<file path="src/rtl/operand_fetch_if.sv">
// Operand-fetch bundle: decode handshake, register-file ports, writeback, execute handshake.
// Pure wiring, no latency of its own.
// Backpressure travels on in_ready/out_ready; the master modport drives the decode/execute side.
interface operand_fetch_if #(
  parameter int CTRL_W = 16
);
  // decode side
  logic              in_valid;
  logic              in_ready;
  logic [4:0]        in_rs1;
  logic [4:0]        in_rs2;
  logic [4:0]        in_rd;
  logic              in_rd_we;
  logic [CTRL_W-1:0] in_ctrl;
  // register file
  logic [4:0]        rf_read_addr1;
  logic [4:0]        rf_read_addr2;
  logic [31:0]       rf_read_data1;
  logic [31:0]       rf_read_data2;
  // writeback
  logic              wb_valid;
  logic [4:0]        wb_addr;
  logic [31:0]       wb_data;
  // execute side
  logic              out_valid;
  logic              out_ready;
  logic [31:0]       out_op1;
  logic [31:0]       out_op2;
  logic [4:0]        out_rd;
  logic              out_rd_we;
  logic [CTRL_W-1:0] out_ctrl;
  // control / status
  logic              flush;
  logic [15:0]       stall_count;

  modport master (
    output in_valid, in_rs1, in_rs2, in_rd, in_rd_we, in_ctrl,
    output rf_read_data1, rf_read_data2,
    output wb_valid, wb_addr, wb_data,
    output out_ready, flush,
    input  in_ready, rf_read_addr1, rf_read_addr2,
    input  out_valid, out_op1, out_op2, out_rd, out_rd_we, out_ctrl,
    input  stall_count
  );

  modport slave (
    input  in_valid, in_rs1, in_rs2, in_rd, in_rd_we, in_ctrl,
    input  rf_read_data1, rf_read_data2,
    input  wb_valid, wb_addr, wb_data,
    input  out_ready, flush,
    output in_ready, rf_read_addr1, rf_read_addr2,
    output out_valid, out_op1, out_op2, out_rd, out_rd_we, out_ctrl,
    output stall_count
  );
endinterface

</file>
<file path="src/rtl/operand_fetch.sv">
// Operand fetch: reads sources, forwards writeback, tracks pending rd, blocks on RAW/WAW.
// Latency: 1 cycle from accept to out_valid.
// Backpressure: holds the output register while out_ready is low; in_ready drops on hazard/flush/full.
module operand_fetch #(
  parameter int CTRL_W = 16
) (
  input  logic             clk,
  input  logic             rst_n,
  operand_fetch_if.slave   bus
);

  localparam logic [4:0] ZERO_REG = 5'd31;

  logic              out_valid_q, out_valid_d;
  logic [31:0]       pending_q,   pending_d;
  logic [31:0]       op1_q,       op1_d;
  logic [31:0]       op2_q,       op2_d;
  logic [4:0]        rd_q,        rd_d;
  logic              rd_we_q,     rd_we_d;
  logic [CTRL_W-1:0] ctrl_q,      ctrl_d;
  logic [15:0]       stall_q,     stall_d;

  logic        fwd1, fwd2;
  logic        raw1, raw2, waw;
  logic        hazard;
  logic        in_ready;
  logic        accept;
  logic [31:0] src1_val, src2_val;

  // Register-file addresses come straight from the decoded sources.
  assign bus.rf_read_addr1 = bus.in_rs1;
  assign bus.rf_read_addr2 = bus.in_rs2;

  // Forwarding, hazard detection and the input handshake.
  always_comb begin
    fwd1 = bus.wb_valid && (bus.wb_addr == bus.in_rs1) && (bus.in_rs1 != ZERO_REG);
    fwd2 = bus.wb_valid && (bus.wb_addr == bus.in_rs2) && (bus.in_rs2 != ZERO_REG);

    // A pending source that is being written back this cycle is satisfied by forwarding.
    raw1 = (bus.in_rs1 != ZERO_REG) && pending_q[bus.in_rs1] && !fwd1;
    raw2 = (bus.in_rs2 != ZERO_REG) && pending_q[bus.in_rs2] && !fwd2;
    waw  = bus.in_rd_we && (bus.in_rd != ZERO_REG) && pending_q[bus.in_rd] &&
           !(bus.wb_valid && (bus.wb_addr == bus.in_rd));

    hazard   = bus.in_valid && (raw1 || raw2 || waw);
    in_ready = rst_n && !bus.flush && !hazard && (!out_valid_q || bus.out_ready);
    accept   = bus.in_valid && in_ready;

    src1_val = 32'd0;
    if (bus.in_rs1 != ZERO_REG) src1_val = fwd1 ? bus.wb_data : bus.rf_read_data1;
    src2_val = 32'd0;
    if (bus.in_rs2 != ZERO_REG) src2_val = fwd2 ? bus.wb_data : bus.rf_read_data2;
  end

  // Next state: output register, pending scoreboard and stall counter.
  always_comb begin
    out_valid_d = out_valid_q;
    pending_d   = pending_q;
    op1_d       = op1_q;
    op2_d       = op2_q;
    rd_d        = rd_q;
    rd_we_d     = rd_we_q;
    ctrl_d      = ctrl_q;
    stall_d     = stall_q;

    // Clears first so that a same-cycle set from an accept wins.
    if (bus.wb_valid) pending_d[bus.wb_addr] = 1'b0;
    if (bus.flush && out_valid_q && rd_we_q) pending_d[rd_q] = 1'b0;

    if (bus.flush) begin
      out_valid_d = 1'b0;
    end else if (accept) begin
      out_valid_d = 1'b1;
      op1_d       = src1_val;
      op2_d       = src2_val;
      rd_d        = bus.in_rd;
      rd_we_d     = bus.in_rd_we;
      ctrl_d      = bus.in_ctrl;
      if (bus.in_rd_we && (bus.in_rd != ZERO_REG)) pending_d[bus.in_rd] = 1'b1;
    end else if (out_valid_q && bus.out_ready) begin
      out_valid_d = 1'b0;
    end

    // The zero register can never hold an outstanding result.
    pending_d[ZERO_REG] = 1'b0;

    if (hazard && (stall_q != 16'hFFFF)) stall_d = stall_q + 16'd1;
  end

  // Control state: valid, scoreboard, stall counter.
  always_ff @(posedge clk or negedge rst_n) begin
    if (!rst_n) begin
      out_valid_q <= 1'b0;
      pending_q   <= 32'd0;
      stall_q     <= 16'd0;
    end else begin
      out_valid_q <= out_valid_d;
      pending_q   <= pending_d;
      stall_q     <= stall_d;
    end
  end

  // Output payload register.
  always_ff @(posedge clk or negedge rst_n) begin
    if (!rst_n) begin
      op1_q   <= 32'd0;
      op2_q   <= 32'd0;
      rd_q    <= 5'd0;
      rd_we_q <= 1'b0;
      ctrl_q  <= '0;
    end else begin
      op1_q   <= op1_d;
      op2_q   <= op2_d;
      rd_q    <= rd_d;
      rd_we_q <= rd_we_d;
      ctrl_q  <= ctrl_d;
    end
  end

  assign bus.in_ready    = in_ready;
  assign bus.out_valid   = out_valid_q;
  assign bus.out_op1     = op1_q;
  assign bus.out_op2     = op2_q;
  assign bus.out_rd      = rd_q;
  assign bus.out_rd_we   = rd_we_q;
  assign bus.out_ctrl    = ctrl_q;
  assign bus.stall_count = stall_q;

endmodule

</file>
<file path="src/flat_wrapper.sv">
// flat-port wrapper written by rule: the top's interface ports become plain ports
module operand_fetch_flat 
#(
  parameter int CTRL_W = 16
)
  (clk, rst_n, bus_in_valid, bus_in_rs1, bus_in_rs2, bus_in_rd, bus_in_rd_we, bus_in_ctrl, bus_rf_read_data1, bus_rf_read_data2, bus_wb_valid, bus_wb_addr, bus_wb_data, bus_out_ready, bus_flush, bus_in_ready, bus_rf_read_addr1, bus_rf_read_addr2, bus_out_valid, bus_out_op1, bus_out_op2, bus_out_rd, bus_out_rd_we, bus_out_ctrl, bus_stall_count);
  operand_fetch_if #(.CTRL_W(CTRL_W)) bus_i ();
  input  logic clk;
  input  logic rst_n;
  input wire logic [$bits(bus_i.in_valid)-1:0] bus_in_valid;
  input wire logic [$bits(bus_i.in_rs1)-1:0] bus_in_rs1;
  input wire logic [$bits(bus_i.in_rs2)-1:0] bus_in_rs2;
  input wire logic [$bits(bus_i.in_rd)-1:0] bus_in_rd;
  input wire logic [$bits(bus_i.in_rd_we)-1:0] bus_in_rd_we;
  input wire logic [$bits(bus_i.in_ctrl)-1:0] bus_in_ctrl;
  input wire logic [$bits(bus_i.rf_read_data1)-1:0] bus_rf_read_data1;
  input wire logic [$bits(bus_i.rf_read_data2)-1:0] bus_rf_read_data2;
  input wire logic [$bits(bus_i.wb_valid)-1:0] bus_wb_valid;
  input wire logic [$bits(bus_i.wb_addr)-1:0] bus_wb_addr;
  input wire logic [$bits(bus_i.wb_data)-1:0] bus_wb_data;
  input wire logic [$bits(bus_i.out_ready)-1:0] bus_out_ready;
  input wire logic [$bits(bus_i.flush)-1:0] bus_flush;
  output wire logic [$bits(bus_i.in_ready)-1:0] bus_in_ready;
  output wire logic [$bits(bus_i.rf_read_addr1)-1:0] bus_rf_read_addr1;
  output wire logic [$bits(bus_i.rf_read_addr2)-1:0] bus_rf_read_addr2;
  output wire logic [$bits(bus_i.out_valid)-1:0] bus_out_valid;
  output wire logic [$bits(bus_i.out_op1)-1:0] bus_out_op1;
  output wire logic [$bits(bus_i.out_op2)-1:0] bus_out_op2;
  output wire logic [$bits(bus_i.out_rd)-1:0] bus_out_rd;
  output wire logic [$bits(bus_i.out_rd_we)-1:0] bus_out_rd_we;
  output wire logic [$bits(bus_i.out_ctrl)-1:0] bus_out_ctrl;
  output wire logic [$bits(bus_i.stall_count)-1:0] bus_stall_count;
  assign bus_i.in_valid = bus_in_valid;
  assign bus_i.in_rs1 = bus_in_rs1;
  assign bus_i.in_rs2 = bus_in_rs2;
  assign bus_i.in_rd = bus_in_rd;
  assign bus_i.in_rd_we = bus_in_rd_we;
  assign bus_i.in_ctrl = bus_in_ctrl;
  assign bus_i.rf_read_data1 = bus_rf_read_data1;
  assign bus_i.rf_read_data2 = bus_rf_read_data2;
  assign bus_i.wb_valid = bus_wb_valid;
  assign bus_i.wb_addr = bus_wb_addr;
  assign bus_i.wb_data = bus_wb_data;
  assign bus_i.out_ready = bus_out_ready;
  assign bus_i.flush = bus_flush;
  assign bus_in_ready = bus_i.in_ready;
  assign bus_rf_read_addr1 = bus_i.rf_read_addr1;
  assign bus_rf_read_addr2 = bus_i.rf_read_addr2;
  assign bus_out_valid = bus_i.out_valid;
  assign bus_out_op1 = bus_i.out_op1;
  assign bus_out_op2 = bus_i.out_op2;
  assign bus_out_rd = bus_i.out_rd;
  assign bus_out_rd_we = bus_i.out_rd_we;
  assign bus_out_ctrl = bus_i.out_ctrl;
  assign bus_stall_count = bus_i.stall_count;
  operand_fetch #(.CTRL_W(CTRL_W)) u_core (.clk(clk), .rst_n(rst_n), .bus(bus_i));
endmodule
</file>
<file path="config.mk">
export PLATFORM = sky130hd
export DESIGN_NAME = operand_fetch_flat
export DESIGN_NICKNAME = d
export VERILOG_FILES = /design/src/rtl/operand_fetch_if.sv /design/src/rtl/operand_fetch.sv /design/src/flat_wrapper.sv
export SDC_FILE = /design/constraint.sdc
export NUM_CORES = 1
export LEC_CHECK = 0
export ABC_AREA = 1
export BUFFER_PORTS_ARGS = -buffer_cell sky130_fd_sc_hd__buf_4
export CAP_MARGIN = 20
export CELL_PAD_IN_SITES_DETAIL_PLACEMENT = 1
export CELL_PAD_IN_SITES_GLOBAL_PLACEMENT = 1
export CORE_MARGIN = 2
export CORE_UTILIZATION = 35
export CTS_CLUSTER_SIZE = 20
export DETAILED_ROUTE_END_ITERATION = 12
export PLACE_DENSITY = 0.79
export SLEW_MARGIN = 0
export SYNTH_ARGS = -nofsm -noshare
export SYNTH_HDL_FRONTEND = slang
export SYNTH_SLANG_ARGS = --single-unit
export TNS_END_PERCENT = 100
</file>
<file path="constraint.sdc">
create_clock -name clk -period 2.1 [get_ports clk]
set_input_delay 0.105 -clock clk [delete_from_list [all_inputs] [get_ports clk]]
set_output_delay 0.105 -clock clk [all_outputs]
set_load 0.1 [all_outputs]
</file>
==> metrics.csv <==
stage;metric;value;unit
critical_path;arrival;2.17;ns
critical_path;r2r_start;u_core.pending_q[15]$_DFF_PN0_;
grt;overflow;0;
sta;slew_headroom;45.72;%
logic_synthesis;ys_async_sr_fraction;100.0;%
critical_path;crit_required;2.00;ns
final_layout;drive_gt1_share;30.84;%
clock_tree;cts_buffers;17;
logic_synthesis;yosysTopAreaCellShare;38.44;%
sta;finalMaxSlewViolations;0;
detailed_routing;drtIter0Drc;962;
detailed_routing;wl_per_cell;21.72;um
logic_synthesis;syn_inst;1291;
clock_tree;cts_sinks;134;
detailed_routing;finalWirelength;41.33;mm
power;vdd_drop_max;695.0;uV
placed_design;post-dp-hpwl;27.23;mm
critical_path;start_kind;register;
sta;fin_crit_sh;108.1;%
placed_design;place.gp.congestion;0.9487;
detailed_routing;highest_layer;met4;
critical_path;rr_worst_depth;17;
detailed_routing;firstDrtPassIters;5;
detailed_routing;dr_wl_met3;2.908;mm
power;power_leakage;6.506;nW
final_layout;fill_cells;3137;
detailed_routing;vias_per_cell;5.579;
logic_synthesis;synthTopCellsByCount;nand2_1 (476), nand4_1 (135), dfrtp_1 (134);
run;drv_cap;0;
grt;grt_pass1_wl;61.73;mm
critical_path;crit_fanout;2;
logic_synthesis;synth_edf_count;0;
logic_synthesis;synthFlopType;dfrtp_1;
logic_synthesis;synth_nets;1431;
logic_synthesis;synth_cell_types;31;
grt;grt_start_max_net_pins;135;
final_layout;syn_to_final_growth;46.04;%
critical_path;worstReg2RegEnd;u_core.bus.out_op1[29]$_DFFE_PN0P_;
sta;post-route-min-period;2.271;ns
sta;rsz0062_at_grt;yes;
detailed_routing;met2_wirelength;20.88;mm
run_status;run_status;finished with violations;
logic_synthesis;ys_top_cells_by_area;dfrtp_1 (38%), nand2_1 (20%), nand4_1 (9.7%), nor2_1 (4.4%), nand3_1 (4.1%);
die;rows;57;
clock_tree;cts_tree;built;
clock_tree;path_clk_slew;0.07;ns
logic_synthesis;synth_seq_cells;134;
sta;clock.fmax;440.4;MHz
die;ios;253;
die;die_w;161.9;um
power;totalPowerFinal;14.38;mW
min_path;hp-class;input pin to register;
logic_synthesis;synthesis.area;0.008723;mm^2
logic_synthesis;yosys.cell_count.top_type;nand2_1;
logic_synthesis;avgSynthCellArea;6.757;um^2
sta;tightest_slew;0.8141;ns
sta;hold_viol_final;0;
final_layout;antenna_cells;0;
sta;setup_viol;118;
clock_tree;cts_root_buf;clkbuf_16;
critical_path;startpoint;u_core.pending_q[15]$_DFF_PN0_;
placed_design;port_buffers;252;
power;p_per_area;1129;mW/mm^2
detailed_routing;num_vias;10620;
die;start_util;35.76;%
detailed_routing;drc;0;
sta;skew;0.02161;ns
logic_synthesis;yosysTopAreaCell;dfrtp_1;
detailed_routing;wl_met1;15.97;mm
die;die_area;0.02620;mm^2
die;core;0.02439;mm^2
run_status;violations;setup timing;
critical_path;endpoint;bus_in_ready;
critical_path;end_kind;output pin;
final_layout;final_nets;1706;
critical_path;path_class;register to output pin;
clock_tree;clock_latency;0.44;ns
die;die_h;161.9;um
detailed_routing;detail-route-antenna-nets;0;
grt;antenna_found_initial;0;
critical_path;rrSetupSlack;-0.16;ns
logic_synthesis;seq_area_frac_synth;38.44;%
sta;tns;-10.51;ns
clock_tree;cts_buffer_depth;2;
grt;grt_use_total;30.19;%
logic_synthesis;synth-warning-count;0;
clock_tree;htreeDepth;4;
grt;grt_pass1_vias;10790;
sta;finalWorstSetupSlack;-0.1705;ns
==> layer usage <==
layer	vias up	GRT usage, %
li1	4851	-
met1	5216	35.28
met2	447	53.56
met3	103	7.559
met4	0	10.98
met5	-	0
==> per-stage QoR <==
stage               util (%)  worst slack [ns]  instance area (um^2)  instances  hold WS, ns
floorplan                  -          0.005845                  8788       1291      -0.1906
global placement       45.51           0.02282                 11100       1824       0.3521
detailed placement     45.51          -0.03113                 11100       1824       0.3522
CTS                    50.44          -0.09660                 12300       1893     0.005637
global route           52.23           -0.2694                 12740       1903      0.02158
finish                 52.23           -0.1705                 12740       1903      0.01229
==> critical path: stages, from the launching register on <==
cell,delay [ns]
dfrtp_1,0.40
inv_2,0.07
nor2_1,0.05
a21oi_1,0.17
nand2_1,0.10
nand2_2,0.09
nand2_1,0.07
nor2_2,0.11
nand2_1,0.07
nand2_2,0.12
nand3_4,0.10
a21boi_4,0.17
buf_12,0.19
==> timing repair <==
action	4_1_cts	5_1_grt
gates resized for setup	52	92
hold buffers	19	0
endpoints found under the hold margin	151	0
cloned	7	7
pin swaps	8	22
buffers inserted	12	5
endpoints found under the setup margin	36	134
==> state kept, by name, indices dropped and copies added (netlist names) <==
| signal | cells |
|---|---|
| u_core.bus.out_ctrl | 16 |
| u_core.bus.out_op1 | 32 |
| u_core.bus.out_op2 | 32 |
| u_core.bus.out_rd | 5 |
| u_core.bus.out_rd_we | 1 |
| u_core.bus.out_valid | 1 |
| u_core.bus.stall_count | 16 |
| u_core.pending_q | 31 |
==> cell type report <==
| class | count | area (um^2) | area share [%] |
|---|---|---|---|
| clock buffers | 18 | 429.2 | 3.369 |
| clock inverters | 14 | 141.4 | 1.110 |
| inverters | 98 | 367.9 | 2.887 |
| multi-input cells | 963 | 4925 | 38.66 |
| flip-flops and latches | 134 | 3381 | 26.54 |
| well taps | 324 | 405.4 | 3.182 |
| repair buffers | 352 | 3090 | 24.26 |
==> worst min-delay path by stage <==
| stage | cells after the start | to | from |
|---|---|---|---|
| after floorplan | 0 | u_core.bus.out_ctrl[0]$_DFFE_PN0P_ | rst_n |
| after global placement | 2 | u_core.bus.out_op2[3]$_DFFE_PN0P_ | rst_n |
| after detailed placement | 2 | u_core.bus.out_op2[8]$_DFFE_PN0P_ | rst_n |
| after CTS | 3 | u_core.bus.out_rd_we$_DFFE_PN0P_ | bus_in_rd_we |
| after global routing | 3 | u_core.bus.out_rd_we$_DFFE_PN0P_ | bus_in_rd_we |
| final | 5 | u_core.bus.out_op2[11]$_DFFE_PN0P_ | bus_rf_read_data2[11] |
==> cell families after synthesis <==
group	share of synthesized area, %
buf+inv	9.811
fa+ha+maj	0.1434
xor+xnor	1.506
simple gates	42.57
flops	38.44
compound gates	7.530
==> report_power, final <==
part           total, mW  internal [mW]  switching, mW  leakage (nW)
combinational       7.66           1.67           5.99          4.51
clock               2.96           1.66           1.30         0.266
sequential          3.77           3.19          0.573          1.73
==> layout by cell type, fill, tap and decap left out, types with 2 or more instances in the layout <==
cell	n
nand3_4	3
nor2_2	4
nand2_2	41
dlygate4sd3_1	19
clkbuf_16	22
buf_12	7
nand4_1	135
buf_16	7
nor2_4	6
nor2_1	96
xor2_1	13
nor4_1	4
o221ai_1	28
clkinvlp_4	4
nand2_4	17
nor3_1	44
o21ai_1	8
dfrtp_1	120
nand2_1	418
dfrtp_2	10
xnor2_1	2
a21oi_1	7
inv_1	82
nand3_2	16
clkinv_4	3
inv_2	16
inv_6	5
nand3_1	55
buf_8	3
o21ai_0	45
o211ai_1	9
buf_4	300
o22ai_1	4
buf_6	10
dfrtp_4	4
Note: power is estimated with default switching activity, not from simulation.
